File: src/rtl/pattern_scan_ctrl.sv
// Word-to-bit serializer feeding an overlapping programmable pattern matcher,
// with a saturating match counter and a sticky threshold interrupt.
module pattern_scan_ctrl #(
  parameter int unsigned CNT_W = 8
) (
  input  logic             clk,
  input  logic             rst_n,
  input  logic             cfg_we_i,
  input  logic [7:0]       cfg_pattern_i,
  input  logic [3:0]       cfg_len_i,
  input  logic [CNT_W-1:0] cfg_thresh_i,
  input  logic             in_valid_i,
  input  logic [7:0]       in_data_i,
  output logic             in_ready_o,
  output logic             bit_out_o,
  output logic             bit_valid_o,
  output logic             match_o,
  output logic [CNT_W-1:0] match_count_o,
  output logic             irq_o,
  input  logic             irq_clr_i,
  output logic             busy_o
);

  localparam int unsigned WORD_W = 8;
  localparam int unsigned IDX_W  = 3;
  localparam int unsigned LEN_W  = 4;
  localparam int unsigned HIST_W = WORD_W - 1;

  localparam logic [LEN_W-1:0] MAX_LEN   = LEN_W'(WORD_W);
  localparam logic [IDX_W-1:0] LAST_IDX  = IDX_W'(WORD_W - 1);
  localparam logic [CNT_W-1:0] CNT_MAX   = '1;
  localparam logic [WORD_W-1:0] RST_PAT  = 8'h0B;
  localparam logic [LEN_W-1:0] RST_LEN   = 4'd4;

  typedef enum logic {
    IDLE,
    SHIFT
  } state_e;

  state_e              state_q, state_d;
  logic [WORD_W-1:0]   shift_q, shift_d;
  logic [IDX_W-1:0]    idx_q, idx_d;
  logic [HIST_W-1:0]   hist_q, hist_d;
  logic [LEN_W-1:0]    seen_q, seen_d;
  logic                match_q, match_d;
  logic [CNT_W-1:0]    count_q, count_d;
  logic                irq_q, irq_d;
  logic [WORD_W-1:0]   pat_q, pat_d;
  logic [LEN_W-1:0]    len_q, len_d;
  logic [CNT_W-1:0]    thresh_q, thresh_d;

  logic                in_ready_c;
  logic                hit_c;
  logic [WORD_W-1:0]   window_c;
  logic [WORD_W-1:0]   len_mask_c;

  // Current bit joins the history; the low len bits must equal the pattern field.
  always_comb begin
    window_c   = {hist_q, shift_q[WORD_W-1]};
    len_mask_c = 8'hFF >> (MAX_LEN - len_q);
    hit_c      = (len_q != '0)
              && ((5'(seen_q) + 5'd1) >= 5'(len_q))
              && ((window_c & len_mask_c) == (pat_q & len_mask_c));
  end

  // Next-state and output logic.
  always_comb begin
    state_d    = state_q;
    shift_d    = shift_q;
    idx_d      = idx_q;
    hist_d     = hist_q;
    seen_d     = seen_q;
    match_d    = 1'b0;
    count_d    = count_q;
    irq_d      = irq_q;
    pat_d      = pat_q;
    len_d      = len_q;
    thresh_d   = thresh_q;
    in_ready_c = 1'b0;

    if (irq_clr_i) begin
      irq_d = 1'b0;
    end

    case (state_q)
      IDLE: begin
        in_ready_c = 1'b1;
        if (in_valid_i) begin
          shift_d = in_data_i;
          idx_d   = '0;
          state_d = SHIFT;
        end
        if (cfg_we_i) begin
          pat_d    = cfg_pattern_i;
          len_d    = (cfg_len_i > MAX_LEN) ? MAX_LEN : cfg_len_i;
          thresh_d = cfg_thresh_i;
          hist_d   = '0;
          seen_d   = '0;
          count_d  = '0;
          irq_d    = 1'b0;
        end
      end

      SHIFT: begin
        shift_d = {shift_q[WORD_W-2:0], 1'b0};
        idx_d   = idx_q + IDX_W'(1);
        hist_d  = window_c[HIST_W-1:0];
        seen_d  = (seen_q >= MAX_LEN) ? seen_q : seen_q + LEN_W'(1);
        match_d = hit_c;
        // Interrupt fires only on the edge the count steps onto the threshold.
        if (hit_c && (count_q != CNT_MAX)) begin
          count_d = count_q + CNT_W'(1);
          if ((thresh_q != '0) && (count_d == thresh_q)) begin
            irq_d = 1'b1;
          end
        end
        if (idx_q == LAST_IDX) begin
          in_ready_c = 1'b1;
          if (in_valid_i) begin
            shift_d = in_data_i;
            idx_d   = '0;
          end else begin
            state_d = IDLE;
          end
        end
      end

      default: state_d = IDLE;
    endcase
  end

  always_ff @(posedge clk or negedge rst_n) begin
    if (!rst_n) begin
      state_q  <= IDLE;
      shift_q  <= '0;
      idx_q    <= '0;
      hist_q   <= '0;
      seen_q   <= '0;
      match_q  <= 1'b0;
      count_q  <= '0;
      irq_q    <= 1'b0;
      pat_q    <= RST_PAT;
      len_q    <= RST_LEN;
      thresh_q <= '0;
    end else begin
      state_q  <= state_d;
      shift_q  <= shift_d;
      idx_q    <= idx_d;
      hist_q   <= hist_d;
      seen_q   <= seen_d;
      match_q  <= match_d;
      count_q  <= count_d;
      irq_q    <= irq_d;
      pat_q    <= pat_d;
      len_q    <= len_d;
      thresh_q <= thresh_d;
    end
  end

  assign in_ready_o    = in_ready_c;
  assign bit_out_o     = shift_q[WORD_W-1];
  assign bit_valid_o   = (state_q == SHIFT);
  assign busy_o        = (state_q == SHIFT);
  assign match_o       = match_q;
  assign match_count_o = count_q;
  assign irq_o         = irq_q;

endmodule

File: config.mk
export PLATFORM = sky130hd
export DESIGN_NAME = pattern_scan_ctrl
export DESIGN_NICKNAME = d
export VERILOG_FILES = /design/src/rtl/pattern_scan_ctrl.sv
export SDC_FILE = /design/constraint.sdc
export NUM_CORES = 1
export LEC_CHECK = 0
export CAP_MARGIN = 25
export CORE_MARGIN = 3
export CORE_UTILIZATION = 46
export CTS_CLUSTER_DIAMETER = 200
export DETAILED_ROUTE_END_ITERATION = 10
export PLACE_DENSITY = 0.82
export RECOVER_POWER = 50
export SYNTH_ARGS = -nofsm -noshare
export SYNTH_HDL_FRONTEND = slang
export SYNTH_SLANG_ARGS = --single-unit
File: constraint.sdc
create_clock -name clk -period 2.7 [get_ports clk]
set_input_delay 0.405 -clock clk [delete_from_list [all_inputs] [get_ports clk]]
set_output_delay 0.405 -clock clk [all_outputs]
set_load 0.1 [all_outputs]
==> summary.md <==
| Metric | Value |
|---|---|
| Hold Crit Class | `input pin to asynchronous set/reset pin` |
| CP Cell Sequence | `ha_1 > xor2_1 > ha_1 > o21ai_0 > o21ai_0 > o211ai_1 > o21ai_0 > o221ai_1` |
| Period utilization | `84.7%` |
| Adder-cell share of the synthesized area | `5.19%` |
| Commonest register cell after synthesis | `dfrtp_1` |
| Met3 usage | `4.37%` |
| Synth Net Count | `364` |
| Switch Pwr | `2.11 mW` |
| R2R cell count | `8` |
| XOR/XNOR Fraction of Synth Area | `6.92%` |
| M1 GR Usage | `24.1%` |
| Vias in the first global route | `2300` |
| Final HPWL DP | `4460 microns` |
| Nets | `408` |
| Seq/Total Area, Yosys | `46.0%` |
| Commonest non-fill, non-tap cell in the layout | `nand2_1` |
| Switching share of power | `48.1%` |
| Outcome | `complete, no violations` |
| Die area | `7280 sq um` |
| WP depth | `8` |
| Pre-Repair DR Iteration Count | `4` |
| Multiplexer share of the synthesized area | `1.08%` |
| Post-DRT Antenna Nets | `0` |
| Antenna violations before repair | `0` |
| Worst hold slack | `433 ps` |
| Crit path buffers/inverters | `0` |
| Final wirelength | `6250 microns` |
| Setup crit end kind | `flop` |
| Cells after synthesis | `319` |
| Hold Buf Count CTS | `0` |
| Total global-route track usage | `18.2%` |
| DIE HEIGHT | `85.3 microns` |
| WP data arrival | `2470 ps` |
| Top delay family on crit path | `compound AO/OA/AOI/OAI gates` |
| Fmax | `437 MHz` |
| Mean post-synth cell area | `9.07 sq um` |
| Largest family of logic cells by synthesized area | `simple AND/OR/NAND/NOR gates` |
| Critical path's slowest cell | `dfrtp_1` |
| Die width | `85.3 microns` |
| Slew Limit Fails | `0` |
| Setup WS post-layout | `414 ps` |
| Combinational power share | `54.0%` |
| Req. time, crit path | `2890 ps` |
| Compound-Gate Fraction of Synth Area | `16.9%` |
| Vias/cell | `5.42` |
| Area growth syn-to-layout | `19.8%` |
| GR Util met2 | `29.5%` |
| Final worst path period need | `2290 ps` |
| Crit-path most repeated cell | `o21ai_0` |
| DRC Markers | `0` |
| CTS Sinks | `53` |
| Worst IR Drop VDD | `648 uV` |
| CP Launch Type | `flop` |
| ANT cells | `0` |
| Seq pwr share | `35.4%` |
| Max cap viols | `0` |
| Number of synthesized flops with an enable pin | `0` |
| Hold Vio Cnt, Final | `0` |
| GRT overflow | `0` |
| Core area | `5990 sq um` |
| Post-Synth Simple-Gate Area | `17.9%` |
| CTS H-tree depth | `2` |
| Gr busiest metal | `met2` |
| Share of cells above drive strength 1 | `11.5%` |
| Int Pwr | `2.27 mW` |
| Clock Latency Late Sink | `320 ps` |
| # setup viols final | `0` |
| Pre-CTS WS | `441 ps` |
| Clk_skew | `13.8 ps` |
| Iteration-0 DRC Markers | `157` |
| Post-Layout Cell Count | `439` |
| Placed cells | `431` |
| Root Driver | `clkbuf_8` |
| Reg2reg start | `seen_q[0]` |
| Routed vias | `2379` |
| Seq cells post-synth | `53` |
| Clock buffer count from CTS | `5` |
| Sum Neg Setup Slack | `0 ps` |
| Worst-path clk slew | `110 ps` |
| Pwr/cell area | `1260 nW/um^2` |
| FILL cells | `515` |
| CP peak stage delay | `440 ps` |
| Post-CTS setup buffers | `0` |
| Clock power share | `10.5%` |
| Leak | `1.56 nW` |
| R2R Setup Slk | `410 ps` |
| Core Util, Final | `57.9%` |
| Yosys cell types | `42` |
| Most frequent cells in the layout | `nand2_1 (67), dfrtp_1 (49), clkdlybuf4s50_1 (30)` |
| Num rows | `28` |
| Initial Util | `48.3%` |
| Detailed-route wire length per cell | `14.2 microns` |
| Largest net degree at the start of global routing | `54` |
| Post-CTS sizing | `0` |
| Gpl congestion | `0.887` |
| Critical Path Start | `seen_q[0]` |
| Ports | `47` |
| Worst Tran Pin Value | `1290 ps` |
| FFs w/ async S/R, synth | `100%` |
| Crit path capture | `match_count_o[7]` |
| CTS max path bufs | `2` |
| Mapped Area | `2890 sq um` |
| Global-route wire length before repair | `10700 microns` |
| Critical path peak fanout | `5` |
| Slew headroom | `13.7%` |
| Synth warnings | `0` |
| Number of port buffers | `46` |
| Reg2reg end | `match_count_o[7]` |
| Crit Path Class | `flop to flop` |
| CTS tree | `done` |
| RSZ-0062 raised after global routing | `false` |
==> logic make-up (layout without fill, tap and decap cells) <==
logic type,count (synthesis),count (layout)
simple gates,114,114
compound gates,75,75
flops,53,53
buf+inv,40,85
xor+xnor,22,22
fa+ha+maj,12,12
mux,3,3
==> sequential cells by signal (all words and copies together) (netlist names), 3 cells and up <==
name           count
match_count_o      8
pat_q              8
shift_q            8
thresh_q           8
hist_q             7
len_q              4
seen_q             4
idx_q              3
==> layout make-up <==
class / count / area (sq um) / share of cell area, %
Clock buffer: 6 / 72.6 / 2.09
Clock inverter: 2 / 15.0 / 0.433
Inverter: 23 / 86.3 / 2.49
Multi-Input combinational cell: 226 / 1390 / 40.1
Sequential cell: 53 / 1330 / 38.4
Tap cell: 75 / 93.8 / 2.71
Timing Repair Buffer: 54 / 478 / 13.8
==> synthesized netlist by cell type, types with 2 or more instances <==
library cell,count,area (sq um)
clkbuf_1,11,41.3
nor3b_1,2,15.0
o211ai_1,5,37.5
nand2b_1,5,31.3
nand3_1,7,35.0
ha_1,12,150
o21ai_0,18,90.1
xor2_1,4,35.0
nor2b_1,2,12.5
nand2_1,67,251
buf_6,2,22.5
a31o_1,3,26.3
or2_2,2,12.5
dfrtp_1,49,1230
o22ai_1,11,68.8
a21oi_1,13,65.1
nor3_1,2,10.0
a22o_1,4,35.0
xnor2_1,17,149
a32o_1,2,20.0
mux2i_1,2,20.0
a211oi_1,3,22.5
nand3b_1,5,37.5
a31oi_1,9,56.3
o221ai_1,3,26.3
or3_1,4,25.0
nor2_1,14,52.6
dfstp_2,4,105
inv_1,22,82.6
buf_2,3,15.0
==> power by group through the flow <==
stage,logic (mW),clock network (mW),registers (mW)
global route,2.62,0.508,1.61
global placement,2.31,0,1.55
finish,2.37,0.461,1.55
detailed placement,2.38,0,1.56
CTS,2.38,0.472,1.55
floorplan,1.53,0,1.88
==> per-layer routing <==
layer  up-vias  wire [microns]  share of wire (%)
li1       1176               -                  -
met2        60            2950                 47
met5         -               0                  0
met4         0              58               0.93
met1      1137            2890                 46
met3         6             343                5.5
==> per-stage QoR <==
step	total power, mW	area (sq um)
finish	4.38	3470
global route	4.73	3470
CTS	4.40	3470
detailed placement	3.94	3380
global placement	3.85	3380
floorplan	3.41	2890
==> worst min-delay path by stage <==
stage / startpoint / end / slack, ps / cells after the start
CTS: rst_n / thresh_q[5] / 210 / 2
floorplan: rst_n / bit_valid_o / 110 / 0
finish: rst_n / thresh_q[5] / 430 / 2
global route: pat_q[1] / pat_q[1] / 500 / 2
detailed placement: pat_q[3] / pat_q[3] / 460 / 2
global placement: pat_q[1] / pat_q[1] / 450 / 2
Power figures use the tool's default switching activity.
==> RTL change (same flow settings) <==
Take the reset off `thresh_q` and load it in a clocked block of its own.
--- a/src/rtl/pattern_scan_ctrl.sv
+++ b/src/rtl/pattern_scan_ctrl.sv
@@ -142,5 +142,4 @@
       pat_q    <= RST_PAT;
       len_q    <= RST_LEN;
-      thresh_q <= '0;
     end else begin
       state_q  <= state_d;
@@ -154,6 +153,9 @@
       pat_q    <= pat_d;
       len_q    <= len_d;
-      thresh_q <= thresh_d;
     end
+  end
+
+  always_ff @(posedge clk) begin
+    thresh_q <= thresh_d;
   end
 
Function: changed (Yosys sat finds a counterexample within 10 cycles, from zero or initial values and one cycle with rst_n low).
==> RTL change against the unedited design <==
- the run now ends with max-capacitance violations, max-slew violations left
- via count is 4.7% lower
- design area down 1.0%
- final cell count down 4.3%
- first-iteration DRC count fell by 36%
- routed wire length is 5.0% lower
- area after synthesis is 2.4% lower
- die area down 2.2%
- utilization grew 2.2 points
- worst hold slack lost 0.26 ns
- sequential cell count is the same
- maximum frequency fell by 6.7%
- worst setup slack got worse by 0.16 ns
- power decreased by 4.6%
- critical endpoint is now match_count_o[1]
==> RTL change: results (changes against the unedited design) <==
[cts]
numCtsBuffers=5  ; unchanged
htree_levels=2  ; unchanged
clkTransAtPathRegs_ns=0.10

[sta]
finClkSkew_ns=0.008744  ; -0.005085 ns
post-route-period-util_pct=90.73  ; +6.1 points
maxSlewViolCount=30  ; +30
slew_headroom_pct=-3.908  ; -18 points

[yosys]
yosysSeqAreaShare_pct=48.56  ; +2.5 points
ys_warn_count=0  ; unchanged
synth_edf_count=8  ; +8
ys_types=41  ; -2.4%
synth_ff_type=dfrtp_1
synth_commonest_cells=nand2_1 (45), dfrtp_1 (41), o21ai_0 (28)
synth_nets=345  ; -5.2%
synthArstFlopShare_pct=84.91  ; -15 points
synthTopCellsByArea=dfrtp_1 (36%), edfxtp_1 (8.5%), nand2_1 (6.0%)

[hold_path]
hp-class=input pin to asynchronous set/reset pin

[layout]
layout-drive-gt1-share_pct=9.770  ; -1.8 points
nFillCells=495  ; -3.9%
nets=392  ; -3.9%

[place]
routabilityCongestion=0.8264  ; -6.8%
pre_cts_ws_ns=0.2752  ; -0.1660 ns
io_buffers=46  ; unchanged
hpwl_microns=4344  ; -2.5%

[power_and_ir_drop]
vdd_drop_max_mv=0.5930  ; -8.5%
switchingPower_mw=1.906  ; -9.6%
p_leak_nw=1.496  ; -4.3%

[global_route]
grt_pass1_vias=2191  ; -4.7%
grt_pass1_wl_microns=10230  ; -4.3%
grt_usage_pct=17.57  ; -0.67 points
grt_max_degree=46  ; -15%

[critical_path]
rr_worst_depth=9  ; +1
cp_max_fo=11  ; +6
cp.arrival_ns=2.69  ; +0.22 ns
regToRegEndpoint=match_count_o[1]
path_class=flip-flop to flip-flop
crit_path_start=len_q[0]

[drt]
wire_per_inst_microns=14.13  ; -0.71%
via_per_inst=5.395  ; -0.44%
drt_iter0_drc=100  ; -36%

[status]
outcome=complete, but fails checks
violations=max-capacitance violations, max-slew violations

[job]
cap_viol_max_count=1  ; +1

## RTL change: metrics by stage
| stage | area, sq um | hold WS, ns | power, mW | std cells | setup TNS (ns) |
|---|---|---|---|---|---|
| after global placement | 3319 | 0.4608 | 3.526 | 411 | 0 |
| final | 3430 | 0.1756 | 4.178 | 420 | 0 |
| after floorplan | 2824 | 0.1094 | 3.117 | 300 | 0 |
| after global routing | 3430 | 0.2352 | 4.518 | 420 | -0.0006275 |
| after CTS | 3431 | 0.2864 | 4.179 | 419 | 0 |
| after detailed placement | 3319 | 0.4586 | 3.621 | 411 | 0 |
## RTL change: kinds of logic (layout without fill, tap and decap cells)
kind of cell	count (synthesis)	in the layout	share of synthesized area (%)
AOI/OAI and AO/OA	74	74	16.13
xor gates and xnor gates	22	22	6.823
adders and majority gates	12	12	5.317
buffers and inverters	32	80	4.652
DFF	53	53	48.56
muxes	5	5	1.817
and+or+nand+nor	102	102	16.70
## RTL change: what timing repair did
item                       CTS  global route
setup buffers                0             0
hold buffers                 0             0
setup endpoints to repair    0             6
resized for setup            0             1
## RTL change: worst register-to-register path, cell delays in order (launching register included)
cell and delay [ns]:
dfrtp_1 0.43, inv_1 0.10, ha_1 0.27, xnor2_2 0.21, a21oi_1 0.11, o41ai_2 0.33
nand4_1 0.22, a311oi_2 0.30, buf_4 0.21, mux2i_1 0.20
## RTL change: final cells by class
cell class              count  area (sq um)  area share, %
clock buffers               6         72.57          2.116
flip-flops and latches     53          1371          39.99
well taps                  72         90.09          2.627
inverters                  19         71.32          2.080
clock inverters             2         38.79          1.131
multi-input cells         215          1329          38.74
repair buffers             53         456.7          13.32
## RTL change: worst min path at each step
stage / to / from
2_1_floorplan: bit_valid_o / rst_n
3_3_place_gp: pat_q[3] / pat_q[3]
3_5_place_dp: pat_q[3] / pat_q[3]
4_1_cts: shift_q[2] / rst_n
5_1_grt: shift_q[3] / rst_n
6_report: shift_q[2] / rst_n
## RTL change: per-layer routing
metal,GRT usage (%),vias to the layer above,routed length (microns)
met1,23.95,1082,2754
met2,27.62,49,2773
met5,0,-,0
met3,5.005,8,329
met4,4.748,0,77
li1,-,1127,-
## RTL change: power by group through the flow
stage / registers [mW] / clock network [mW] / logic, mW
floorplan: 1.75 / 0 / 1.37
global placement: 1.45 / 0 / 2.07
detailed placement: 1.47 / 0 / 2.15
CTS: 1.45 / 0.562 / 2.16
global route: 1.51 / 0.593 / 2.42
finish: 1.46 / 0.543 / 2.17
